<file path="src/rtl/ql_bus_timing_if.sv">
// Bus-timing bundle: CPU speed/reset requests in, QL clock enables
// and CPU qualifiers out.
interface ql_bus_timing_if;
    logic [1:0] speed;
    logic       reset_req;
    logic       cpu_idle;
    logic       ce_p;
    logic       ce_n;
    logic       ce_vid;
    logic       ce_sd;
    logic       ce_131k;
    logic       ce_bus_p;
    logic       ce_bus_n;
    logic       cpu_cycle;
    logic       cpu_enable;
    logic       reset_out;

    modport master (
        input  speed, reset_req, cpu_idle,
        output ce_p, ce_n, ce_vid, ce_sd, ce_131k,
        output ce_bus_p, ce_bus_n, cpu_cycle, cpu_enable, reset_out
    );

    modport slave (
        output speed, reset_req, cpu_idle,
        input  ce_p, ce_n, ce_vid, ce_sd, ce_131k,
        input  ce_bus_p, ce_bus_n, cpu_cycle, cpu_enable, reset_out
    );
endinterface

</file>
<file path="src/rtl/ql_bus_timing.sv">
// QL clock-enable generator: 68008 bus phases, CPU access windows,
// video/SD/RTC strobes and stretched system reset.
module ql_bus_timing #(
    parameter int DIV131K   = 640,
    parameter int RESET_LEN = 4095
) (
    input  logic              clk,
    input  logic              reset_n,
    ql_bus_timing_if.master   bus
);

    localparam int CW = $clog2(RESET_LEN + 1);
    localparam logic [9:0]    L_DIV = 10'(DIV131K);
    localparam logic [CW-1:0] L_RST = CW'(RESET_LEN);

    logic [4:0]    r_div;
    logic [9:0]    r_div131k;
    logic [1:0]    r_speed_q;
    logic          r_duty;
    logic          r_sub;
    logic          r_cpu_en;
    logic [CW-1:0] r_cnt;
    logic          r_ce_p;
    logic          r_ce_n;
    logic          r_ce_vid;
    logic          r_ce_sd;
    logic          r_ce_131k;

    logic          w_duty_nxt;
    logic          w_ce_bus_p;
    logic          w_ce_bus_n;
    logic          w_cpu_cycle;

    always_ff @(posedge clk or negedge reset_n) begin
        if (!reset_n) begin
            r_div     <= '0;
            r_div131k <= '0;
            r_ce_p    <= 1'b0;
            r_ce_n    <= 1'b0;
            r_ce_vid  <= 1'b0;
            r_ce_sd   <= 1'b0;
            r_ce_131k <= 1'b0;
        end else begin
            r_div     <= r_div + 5'd1;
            r_div131k <= (r_div131k == L_DIV) ? 10'd0 : r_div131k + 10'd1;
            r_ce_p    <= (r_div[2:0] == 3'd0);
            r_ce_n    <= (r_div[2:0] == 3'd4);
            r_ce_vid  <= (r_div[2:0] == 3'd0);
            r_ce_sd   <= (r_div[1:0] == 2'd0);
            r_ce_131k <= (r_div131k == 10'd0);
        end
    end

    always_comb begin
        w_duty_nxt = 1'b1;
        case (r_speed_q)
            2'd0:    w_duty_nxt = (r_div[4:3] == 2'd0);
            2'd1:    w_duty_nxt = ~r_div[3];
            default: w_duty_nxt = 1'b1;
        endcase
    end

    // speed is only sampled at the end of a 32-clock frame so a window
    // never changes shape half way through
    always_ff @(posedge clk or negedge reset_n) begin
        if (!reset_n) begin
            r_speed_q <= 2'd0;
            r_duty    <= 1'b0;
            r_sub     <= 1'b0;
        end else begin
            if (r_div == 5'd31)
                r_speed_q <= bus.speed;
            if (r_div[2:0] == 3'd0)
                r_duty <= w_duty_nxt;
            if (r_div == 5'd0)
                r_sub <= ~r_sub | (r_speed_q != 2'd0);
        end
    end

    assign w_ce_bus_p  = r_duty & r_ce_p;
    assign w_ce_bus_n  = r_duty & r_ce_n;
    assign w_cpu_cycle = r_duty & r_sub;

    // idle bus states may advance in the video sub-cycle; real accesses stall
    always_ff @(posedge clk or negedge reset_n) begin
        if (!reset_n)
            r_cpu_en <= 1'b0;
        else if (w_ce_bus_n)
            r_cpu_en <= w_cpu_cycle | bus.cpu_idle;
    end

    always_ff @(posedge clk or negedge reset_n) begin
        if (!reset_n)
            r_cnt <= L_RST;
        else if (bus.reset_req)
            r_cnt <= L_RST;
        else if (w_ce_bus_p && (r_cnt != '0))
            r_cnt <= r_cnt - 1'b1;
    end

    assign bus.ce_p       = r_ce_p;
    assign bus.ce_n       = r_ce_n;
    assign bus.ce_vid     = r_ce_vid;
    assign bus.ce_sd      = r_ce_sd;
    assign bus.ce_131k    = r_ce_131k;
    assign bus.ce_bus_p   = w_ce_bus_p;
    assign bus.ce_bus_n   = w_ce_bus_n;
    assign bus.cpu_cycle  = w_cpu_cycle;
    assign bus.cpu_enable = r_cpu_en;
    assign bus.reset_out  = (r_cnt != '0);

endmodule

</file>
<file path="src/flat_wrapper.sv">
// flat-port wrapper written by rule: the top's interface ports become plain ports
module ql_bus_timing_flat 
#(
    parameter int DIV131K   = 640,
    parameter int RESET_LEN = 4095
)
  (clk, reset_n, bus_speed, bus_reset_req, bus_cpu_idle, bus_ce_p, bus_ce_n, bus_ce_vid, bus_ce_sd, bus_ce_131k, bus_ce_bus_p, bus_ce_bus_n, bus_cpu_cycle, bus_cpu_enable, bus_reset_out);
  ql_bus_timing_if bus_i ();
  input  logic clk;
  input  logic reset_n;
  input wire logic [$bits(bus_i.speed)-1:0] bus_speed;
  input wire logic [$bits(bus_i.reset_req)-1:0] bus_reset_req;
  input wire logic [$bits(bus_i.cpu_idle)-1:0] bus_cpu_idle;
  output wire logic [$bits(bus_i.ce_p)-1:0] bus_ce_p;
  output wire logic [$bits(bus_i.ce_n)-1:0] bus_ce_n;
  output wire logic [$bits(bus_i.ce_vid)-1:0] bus_ce_vid;
  output wire logic [$bits(bus_i.ce_sd)-1:0] bus_ce_sd;
  output wire logic [$bits(bus_i.ce_131k)-1:0] bus_ce_131k;
  output wire logic [$bits(bus_i.ce_bus_p)-1:0] bus_ce_bus_p;
  output wire logic [$bits(bus_i.ce_bus_n)-1:0] bus_ce_bus_n;
  output wire logic [$bits(bus_i.cpu_cycle)-1:0] bus_cpu_cycle;
  output wire logic [$bits(bus_i.cpu_enable)-1:0] bus_cpu_enable;
  output wire logic [$bits(bus_i.reset_out)-1:0] bus_reset_out;
  assign bus_i.speed = bus_speed;
  assign bus_i.reset_req = bus_reset_req;
  assign bus_i.cpu_idle = bus_cpu_idle;
  assign bus_ce_p = bus_i.ce_p;
  assign bus_ce_n = bus_i.ce_n;
  assign bus_ce_vid = bus_i.ce_vid;
  assign bus_ce_sd = bus_i.ce_sd;
  assign bus_ce_131k = bus_i.ce_131k;
  assign bus_ce_bus_p = bus_i.ce_bus_p;
  assign bus_ce_bus_n = bus_i.ce_bus_n;
  assign bus_cpu_cycle = bus_i.cpu_cycle;
  assign bus_cpu_enable = bus_i.cpu_enable;
  assign bus_reset_out = bus_i.reset_out;
  ql_bus_timing #(.DIV131K(DIV131K), .RESET_LEN(RESET_LEN)) u_core (.clk(clk), .reset_n(reset_n), .bus(bus_i));
endmodule
</file>
<file path="config.mk">
export PLATFORM = sky130hd
export DESIGN_NAME = ql_bus_timing_flat
export DESIGN_NICKNAME = d
export VERILOG_FILES = /design/src/rtl/ql_bus_timing_if.sv /design/src/rtl/ql_bus_timing.sv /design/src/flat_wrapper.sv
export SDC_FILE = /design/constraint.sdc
export NUM_CORES = 1
export LEC_CHECK = 0
export ABC_AREA = 1
export ABC_CLOCK_PERIOD_IN_PS = 2750
export BUFFER_PORTS_ARGS = -buffer_cell sky130_fd_sc_hd__buf_2
export CORE_ASPECT_RATIO = 1.4
export CORE_MARGIN = 2
export CORE_UTILIZATION = 59
export CTS_BUF_LIST = sky130_fd_sc_hd__clkbuf_16
export CTS_CLUSTER_DIAMETER = 200
export DETAILED_ROUTE_END_ITERATION = 8
export PLACE_DENSITY = 0.76
export SYNTH_ARGS = -nofsm -noshare
export SYNTH_HDL_FRONTEND = slang
export SYNTH_SLANG_ARGS = --single-unit
</file>
<file path="constraint.sdc">
create_clock -name clk -period 2.75 [get_ports clk]
set_input_delay 0.4125 -clock clk [delete_from_list [all_inputs] [get_ports clk]]
set_output_delay 0.4125 -clock clk [all_outputs]
set_load 0.03 [all_outputs]
</file>
==> impl_metrics.ini, run 1 <==
[outcome]
status = finished clean

[drt]
drc = 0
vias_per_cell = 5.080
vias = 1519
wl_per_cell_um = 11.72
firstDrtPassIters = 4
drt-initial-drc-count = 34
drt-total-wl_um = 3505
ant_nets = 0

[synth]
synth_area_leaders = dfrtp_1, dfstp_2, nand2_1, inv_1, nor2_1
synthCells = 240
yosysTopAreaCellShare = 0.3063
netlist_top_cells_count = nand2_1, inv_1, nor2_1
synth.distinct_cells = 28
netlist_area_um2 = 1961
ys_seq_elements = 36
syn_avg_cell_area_um2 = 8.169
ys_seq_area_frac = 0.4671
ys.flop_type = dfrtp_1
syn-num-nets = 253
synthArstFlopShare = 1.000
synth-edff-count = 0
ys_warn_count = 0
synth_area_leader_cell = dfrtp_1
yosysMostFrequentCell = nand2_1

[global_routing]
overflow = 0
grt_start_max_net_pins = 37
antenna_found_initial = 0
grt_pass1_vias = 1564
grt_pass1_wl_um = 6348
track_usage = 0.2253

[run]
cap_violations = 0

[power_and_ir_drop]
worst_ir_drop_vdd_mv = 0.5741
p_seq_frac = 0.449
combPwrFrac = 0.077
p_sw_uw = 291.8
power_frac_clock = 0.474
p_leak_nw = 1.092
internal_power_mw = 1.018
power_density_nw_per_um2 = 588.6
power.share.switching = 0.2227

[critical_path]
ff2ff_setup_slack_ns = 1.18
worst_r2r_path_depth = 9
cp-start-kind = flop
crit_arrival_ns = 1.54
slowest_stage = dfstp_2
worstPathMaxFanout = 4
cp.required_ns = 2.34
max_stage_delay_ns = 0.54
cp_num_buf_inv = 2
end_kind = output pin
r2r-start = u_core.r_cnt[0]
path_delay_family = flip-flops
r2r-end = u_core.r_cnt[5]
crit_chain = inv_1 -> ha_1 -> nand3_1 -> nor2_2 -> nand2_4 -> buf_2
critPathKind = flop to output pin

[clocking]
cts_tree = done
cts_setup_buffers = 0
clock_sinks = 36
clk_latency_ns = 0.27
clkTransAtPathRegs_ns = 0.06
root_buffer = clkbuf_16
cts-hold-fix-buffers = 0
cts_buffer_depth = 2
post_cts_resized = 0
cts_max_level = 2
cts-buffers-inserted = 5

[floorplanning]
die_area_um2 = 3807
ios = 16
start_util = 0.6218
design.core.area_um2 = 3153
die_x_um = 52.72
dieHeight_um = 72.21
rows = 24

[placed_design]
placed_cells = 291
gp_congestion = 0.8034
io_buffers = 15
dp.final_hpwl_um = 2578

[layout]
drive_above_1_share = 0.1962
syn2layout_area_growth_pct = 13.53
diodes = 0
final_cells = 299
ff_latch_area_um2 = 915.9
multi_input_area_um2 = 887.1
fin_nets = 272
n_fill_cell = 264

[timing]
skew_ns = 0.004745
worst_pin_slew_ns = 0.7611
final-max-slew-violation-count = 0
max_slew_margin = 0.4926
finalCritPeriodShare = 0.7105
hold_viol_final = 0
fmax_mhz = 511.8
setup_viol = 0
setup_tns_ns = 0
grt_setup_unrepaired = no
finalCriticalPeriod_ns = 1.954

[hold_path]
hold_class = primary input to async pin
registers in the layout (all words and copies together) (netlist names):
name / count
u_core.bus.ce_sd: 1
u_core.bus.ce_131k: 1
u_core.bus.ce_n: 1
u_core.bus.ce_p: 1
u_core.r_cnt: 12
u_core.r_duty: 1
u_core.r_speed_q: 2
u_core.bus.cpu_enable: 1
u_core.r_sub: 1
u_core.r_div131k: 10
u_core.r_div: 5
worst max path at each step:
stage	slack, ns	startpoint	endpoint	depth (start not counted)
after global routing	0.71	u_core.r_cnt[0]	bus_reset_out	6
final	0.80	u_core.r_cnt[0]	bus_reset_out	6
after floorplan	1.19	u_core.r_cnt[0]	u_core.r_cnt[4]	10
after CTS	0.79	u_core.r_cnt[0]	bus_reset_out	6
after detailed placement	1.08	u_core.r_cnt[0]	bus_reset_out	6
after global placement	1.10	u_core.r_cnt[0]	bus_reset_out	6
per-layer routing:
| metal | wire [um] | vias to the layer above | track usage |
|---|---|---|---|
| li1 | - | 795 | - |
| met1 | 1469 | 697 | 0.2538 |
| met2 | 1868 | 18 | 0.4000 |
| met3 | 80 | 9 | 0.04527 |
| met4 | 87 | 0 | 0.09972 |
| met5 | 0 | - | 0 |
worst reg2reg max path, delay by kind of cell, from the launching register on:
kind | cells | cell delay [ns]
flip-flops | 1 | 0.54
AND/OR/NAND/NOR | 6 | 0.57
adder cells (fa/ha/maj) | 1 | 0.21
buffers and inverters | 1 | 0.08
AO/OA/AOI/OAI | 1 | 0.08
kinds of logic (layout without fill, tap and decap cells):
group | Yosys count | count (layout) | share of synthesized area
AND/OR/NAND/NOR | 132 | 132 | 0.3159
AO/OA/AOI/OAI | 19 | 19 | 0.06062
adder cells (fa/ha/maj) | 7 | 7 | 0.04467
flip-flops | 36 | 36 | 0.4671
XOR/XNOR | 7 | 7 | 0.03127
buffers and inverters | 39 | 59 | 0.08041
stage by stage:
stage	hold WS, ns	util	total power, mW	instance area [um2]	setup WS [ns]
after CTS	0.2398	0.7060	1.326	2226	0.7852
after detailed placement	0.4656	0.6540	0.6990	2062	1.083
after floorplan	0.1169	-	0.6657	1961	1.192
after global routing	0.2971	0.7060	1.358	2226	0.7145
final	0.2141	0.7060	1.310	2226	0.7961
after global placement	0.4634	0.6540	0.6970	2062	1.098
layout make-up:
type / instances / share of cell area
clock inverters: 3 / 0.01743
multi-input cells: 165 / 0.3985
inverters: 36 / 0.06071
well taps: 39 / 0.02192
repair buffers: 15 / 0.03373
clock buffers: 5 / 0.05621
flip-flops and latches: 36 / 0.4115
power groups by stage:
stage	clock network [mW]	logic [mW]	registers [mW]
after global placement	0	0.101	0.596
after global routing	0.648	0.117	0.592
final	0.621	0.101	0.588
after detailed placement	0	0.102	0.597
after CTS	0.635	0.103	0.588
after floorplan	0	0.0738	0.592
cells in the final DEF, fill, tap and decap left out, drive strengths merged, types with 6 or more instances in the layout:
cell type  synthesis  layout
o21ai             14      14
nand3             21      21
ha                 7       7
inv               36      37
xor2               6       6
dfrtp             24      24
nor3               7       7
buf                2      15
nand2             62      62
dfstp             12      12
nor2              33      33
No activity file was read; power rests on OpenSTA's default activity.
==> inputs of run 2 (changes only) <==
--- a/config.mk
+++ b/config.mk
@@ -6,15 +6,15 @@
 export NUM_CORES = 1
 export LEC_CHECK = 0
 export ABC_AREA = 1
-export ABC_CLOCK_PERIOD_IN_PS = 2750
+export ABC_CLOCK_PERIOD_IN_PS = 1700
 export BUFFER_PORTS_ARGS = -buffer_cell sky130_fd_sc_hd__buf_2
 export CORE_ASPECT_RATIO = 1.4
 export CORE_MARGIN = 2
-export CORE_UTILIZATION = 59
+export CORE_UTILIZATION = 53
 export CTS_BUF_LIST = sky130_fd_sc_hd__clkbuf_16
 export CTS_CLUSTER_DIAMETER = 200
 export DETAILED_ROUTE_END_ITERATION = 8
-export PLACE_DENSITY = 0.76
+export PLACE_DENSITY = 0.72
 export SYNTH_ARGS = -nofsm -noshare
 export SYNTH_HDL_FRONTEND = slang
 export SYNTH_SLANG_ARGS = --single-unit
==> constraint.sdc (replaced) <==
create_clock -name clk -period 1.7 [get_ports clk]
set_input_delay 0.255 -clock clk [delete_from_list [all_inputs] [get_ports clk]]
set_output_delay 0.255 -clock clk [all_outputs]
set_load 0.03 [all_outputs]
==> impl_metrics.ini, run 2 (synthesized netlist as in run 1, its figures left out) <==
[layout]
diodes = 0
syn2layout_area_growth_pct = 15.63
final_cells = 307
top_regs = u_core.r_cnt (12), u_core.r_div131k (10), u_core.r_div (5)
drive_above_1_share = 0.2226
fin_nets = 277
final_common_cell = nand2_1
layout_common_cells = nand2_1, inv_1, nor2_1
regMostFlops = u_core.r_cnt
largest_register_ffs = 12

[critical_path]
slowest_stage = dfstp_2
cp.required_ns = 1.44
critPathKind = flop to output pin
max_stage_delay_ns = 0.57
cp-start-kind = flop
cp_num_buf_inv = 2
crit_arrival_ns = 1.41
crit_chain = inv_4 -> ha_4 -> nand3_2 -> nor2_2 -> nand2_4 -> buf_6
r2r-end = u_core.r_cnt[6]
endpoint = bus_reset_out
worst_r2r_path_depth = 9
ff2ff_setup_slack_ns = 0.21
end_kind = output pin
path_delay_family = flip-flops
r2r-start = u_core.r_cnt[0]
worstPathMaxFanout = 4
crit_path_start = u_core.r_cnt[0]
cp.depth = 6

[placed_design]
dp.final_hpwl_um = 2697
place_ws_ns = 0.1539
io_buffers = 15
gp_congestion = 0.8324
placed_cells = 297

[floorplanning]
ios = 16
die_area_um2 = 4209
start_util = 0.5430
rows = 26
die_x_um = 55.41
design.core.area_um2 = 3611
dieHeight_um = 75.97

[power_and_ir_drop]
power_frac_clock = 0.425
p_leak_nw = 1.106
worst_ir_drop_vdd_mv = 0.8935
p_seq_frac = 0.486
internal_power_mw = 1.499
power.share.switching = 0.2368
p_sw_uw = 465.1
power_density_nw_per_um2 = 866.4
combPwrFrac = 0.089

[timing]
final-max-slew-violation-count = 0
skew_ns = 0.005766
max_slew_margin = 0.7089
fmax_mhz = 602.2
finalCritPeriodShare = 0.9768
finalCriticalPeriod_ns = 1.661
worst_pin_slew_ns = 0.4366
setup_viol = 0
setup_tns_ns = 0
timing.final.ws_setup_ns = 0.03942
hold_viol_final = 0

[drt]
vias = 1589
drt-initial-drc-count = 43
ant_nets = 0
wl_per_cell_um = 12.20
vias_per_cell = 5.176
drt-total-wl_um = 3744
drc = 0
firstDrtPassIters = 4

[hold_path]
hold_class = primary input to async pin

[clocking]
clkTransAtPathRegs_ns = 0.05
cts-hold-fix-buffers = 0
clk_latency_ns = 0.27
clock_sinks = 36
cts_max_level = 2
cts_tree = done
root_buffer = clkbuf_16
cts-buffers-inserted = 5
cts_buffer_depth = 2

[global_routing]
grt_start_max_net_pins = 37
grt_pass1_vias = 1702
track_usage = 0.2024
grt_pass1_wl_um = 6886
overflow = 0
antenna_found_initial = 0

[run]
cap_violations = 0

[outcome]
status = finished clean
[run 2: layout make-up]
class / instances / area, um2
Fill cell: 327 / 1344
Sequential cell: 36 / 915.9
Multi-Input combinational cell: 165 / 904.6
Inverter: 36 / 137.6
Clock buffer: 5 / 125.1
Timing Repair Buffer: 20 / 118.9
Tap cell: 42 / 52.55
Clock inverter: 3 / 12.51
[run 2: power by group through the flow]
stage          sequential [mW]  clock [mW]  combinational (mW)
2_1_floorplan            0.958           0               0.119
3_3_place_gp             0.965           0               0.168
3_5_place_dp             0.967           0               0.170
6_report                 0.955       0.834               0.176
4_1_cts                  0.953       0.865               0.172
5_1_grt                  0.960       0.886               0.202
[run 2: worst min-delay path by stage]
stage                                      to  slack, ns     from  cells past startpoint
final                            u_core.r_sub       0.01  reset_n                      2
after global routing             u_core.r_sub       0.05  reset_n                      2
after CTS                        u_core.r_sub       0.03  reset_n                      2
after detailed placement         u_core.r_sub       0.32  reset_n                      2
after global placement    u_core.r_speed_q[0]       0.31  reset_n                      2
after floorplan            u_core.bus.ce_131k      -0.04  reset_n                      0
[run 2: through the flow]
stage               hold slack [ns]    util  power (mW)  instance area, um2
global placement             0.3137  0.5783       1.133                2088
global route                0.04699  0.6279       2.049                2267
CTS                         0.02579  0.6189       1.990                2235
detailed placement           0.3208  0.5783       1.137                2088
floorplan                  -0.04059       -       1.077                1961
finish                      0.01035  0.6279       1.964                2267
[run 2: per-layer routing]
| metal | up-vias | share of wire | GRT usage | wire (um) |
|---|---|---|---|---|
| met4 | 0 | 0.022 | 0.08780 | 82 |
| met3 | 9 | 0.034 | 0.05290 | 126 |
| li1 | 803 | - | - | - |
| met2 | 29 | 0.54 | 0.3667 | 2033 |
| met1 | 748 | 0.40 | 0.2160 | 1502 |
| met5 | - | 0 | 0 | 0 |
[run 2: worst reg2reg max path, cell delays in order (launching register included)]
cell and delay (ns):
dfstp_2 0.57, inv_4 0.05, ha_4 0.16, nand3_2 0.07, nor2_2 0.05, nand2_4 0.10
nand2_8 0.07, nand2_4 0.18, nand2_1 0.10, o21ai_2 0.07
[run 2: timing repair]
action / in CTS / in global routing
setup buffers: 0 / 2
gates resized for setup: 4 / 4
pin swaps: 1 / 1
setup endpoints to repair: 1 / 1
==> inputs of run 3 (changes only) <==
--- a/config.mk
+++ b/config.mk
@@ -6,15 +6,16 @@
 export NUM_CORES = 1
 export LEC_CHECK = 0
 export ABC_AREA = 1
-export ABC_CLOCK_PERIOD_IN_PS = 1700
+export ABC_CLOCK_PERIOD_IN_PS = 1600
 export BUFFER_PORTS_ARGS = -buffer_cell sky130_fd_sc_hd__buf_2
 export CORE_ASPECT_RATIO = 1.4
 export CORE_MARGIN = 2
-export CORE_UTILIZATION = 53
+export CORE_UTILIZATION = 59
 export CTS_BUF_LIST = sky130_fd_sc_hd__clkbuf_16
 export CTS_CLUSTER_DIAMETER = 200
 export DETAILED_ROUTE_END_ITERATION = 8
-export PLACE_DENSITY = 0.72
+export PLACE_DENSITY = 0.76
+export RECOVER_POWER = 25
 export SYNTH_ARGS = -nofsm -noshare
 export SYNTH_HDL_FRONTEND = slang
 export SYNTH_SLANG_ARGS = --single-unit
==> constraint.sdc (replaced) <==
create_clock -name clk -period 1.6 [get_ports clk]
set_input_delay 0.24 -clock clk [delete_from_list [all_inputs] [get_ports clk]]
set_output_delay 0.24 -clock clk [all_outputs]
set_load 0.03 [all_outputs]
==> impl_metrics.ini, run 3 (synthesized netlist as in run 1, its figures left out) <==
[critical_path]
worstPathMaxFanout = 4
cp.required_ns = 1.36
crit_arrival_ns = 1.35
crit_chain = inv_4 -> ha_4 -> nand3_4 -> nor2_4 -> nand2_4 -> buf_6
worst_r2r_path_depth = 10
r2r-start = u_core.r_cnt[0]
path_delay_family = flip-flops
max_stage_delay_ns = 0.56
ff2ff_setup_slack_ns = 0.10
r2r-end = u_core.r_cnt[1]
end_kind = output pin
cp_num_buf_inv = 2
cp-start-kind = flop
slowest_stage = dfstp_2
critPathKind = flop to output pin

[layout]
fin_nets = 279
postLayoutCellArea_um2 = 2338
drive_above_1_share = 0.2210
top_regs = u_core.r_cnt (12), u_core.r_div131k (10), u_core.r_div (5)
final_cells = 306
finalCoreUtilization = 0.7417
diodes = 0
regMostFlops = u_core.r_cnt
final_common_cell = nand2_1
syn2layout_area_growth_pct = 19.27
largest_register_ffs = 12
layout_common_cells = nand2_1, inv_1, nor2_1

[drt]
drc = 0
ant_nets = 0
wl_per_cell_um = 12.91
firstDrtPassIters = 4
vias_per_cell = 5.265
drt-total-wl_um = 3951
vias = 1611
drt-initial-drc-count = 58

[global_routing]
track_usage = 0.2423
antenna_found_initial = 0
grt_pass1_wl_um = 6699
grt_start_max_net_pins = 18
overflow = 0
grt_pass1_vias = 1583

[power_and_ir_drop]
internal_power_mw = 1.758
power_density_nw_per_um2 = 977.4
p_seq_frac = 0.443
worst_ir_drop_vdd_mv = 0.9071
p_sw_uw = 528.0
p_leak_nw = 1.117
power.share.switching = 0.2310
combPwrFrac = 0.087
power_frac_clock = 0.470

[clocking]
clkTransAtPathRegs_ns = 0.05
cts_buffer_depth = 2
clock_sinks = 36
cts-buffers-inserted = 5
cts_tree = done
root_buffer = clkbuf_16
cts_max_level = 2
clk_latency_ns = 0.28

[run]
cap_violations = 0

[placed_design]
dp.final_hpwl_um = 2813
placed_cells = 294
io_buffers = 15
placed_cell_area_um2 = 2085
gp_congestion = 0.8578

[timing]
finalCriticalPeriod_ns = 1.586
fmax_mhz = 630.6
hold_slack_ns = 0.1709
setup_tns_ns = 0
setup_viol = 0
grt_setup_unrepaired = yes
worst_pin_slew_ns = 0.8347
skew_ns = 0.002757
hold_viol_final = 0
max_slew_margin = 0.4436
final-max-slew-violation-count = 0
finalCritPeriodShare = 0.9911

[outcome]
status = finished clean

[floorplanning]
die_area_um2 = 3807
dieHeight_um = 72.21
start_util = 0.6218
design.core.area_um2 = 3153
die_x_um = 52.72
rows = 24
ios = 16

[hold_path]
hold_depth = 3
min_from = bus_speed[0]
hold_class = primary input to flop
whs_endpoint = u_core.r_speed_q[0]
run 3: cell types whose count changed in the layout (fill, tap and decap cells not counted), sizes merged:
cell,previous run,this run
inv,38,36
bufinv,0,1
clkbuf,5,6
clkinv,1,2
dlygate4sd3,0,1
run 3: worst max path at each step:
stage / cells past startpoint / start / to
6_report: 6 / u_core.r_cnt[0] / bus_reset_out
5_1_grt: 6 / u_core.r_cnt[0] / bus_reset_out
4_1_cts: 6 / u_core.r_cnt[0] / bus_reset_out
3_5_place_dp: 9 / u_core.r_cnt[0] / u_core.r_cnt[1]
3_3_place_gp: 9 / u_core.r_cnt[0] / u_core.r_cnt[5]
2_1_floorplan: 10 / u_core.r_cnt[0] / u_core.r_cnt[4]
run 3: per-layer routing:
metal  global-route usage  routed length [um]
met1               0.2677                1585
met2               0.4153                2130
met3              0.05350                 108
met4               0.1425                 128
met5                    0                   0
run 3: final cells by class:
cell class                      instances  area, um2
Sequential cell                        36      915.9
Inverter                               36      137.6
Clock inverter                          3      37.54
Tap cell                               39      48.80
Fill cell                             240      814.5
Timing Repair Buffer                   22      147.6
Multi-Input combinational cell        165      925.9
Clock buffer                            5      125.1
run 3: timing repair:
item / 4_1_cts / 5_1_grt
hold endpoints to repair: 9 / 0
gates resized for setup: 7 / 4
pin swaps: 1 / 3
hold buffers: 1 / 0
setup endpoints to repair: 1 / 7
buffers inserted: 2 / 1
run 3: tightest hold or removal path, cell delays in order:
cell     delay [ns]
buf_2          0.07
nand2_1        0.04
o21ai_0        0.06
run 3: power by group through the flow:
stage | sequential [mW] | clock [mW] | combinational (mW)
after floorplan | 1.02 | 0 | 0.127
after global placement | 1.03 | 0 | 0.179
after detailed placement | 1.03 | 0 | 0.183
after CTS | 1.01 | 1.10 | 0.192
after global routing | 1.02 | 1.13 | 0.224
final | 1.01 | 1.08 | 0.198
run 3: through the flow:
step	worst slack (ns)	power, mW
after floorplan	0.04163	1.144
after global placement	0.07367	1.205
after detailed placement	0.03734	1.209
after CTS	0.01750	2.300
after global routing	-0.02602	2.369
final	0.01426	2.286
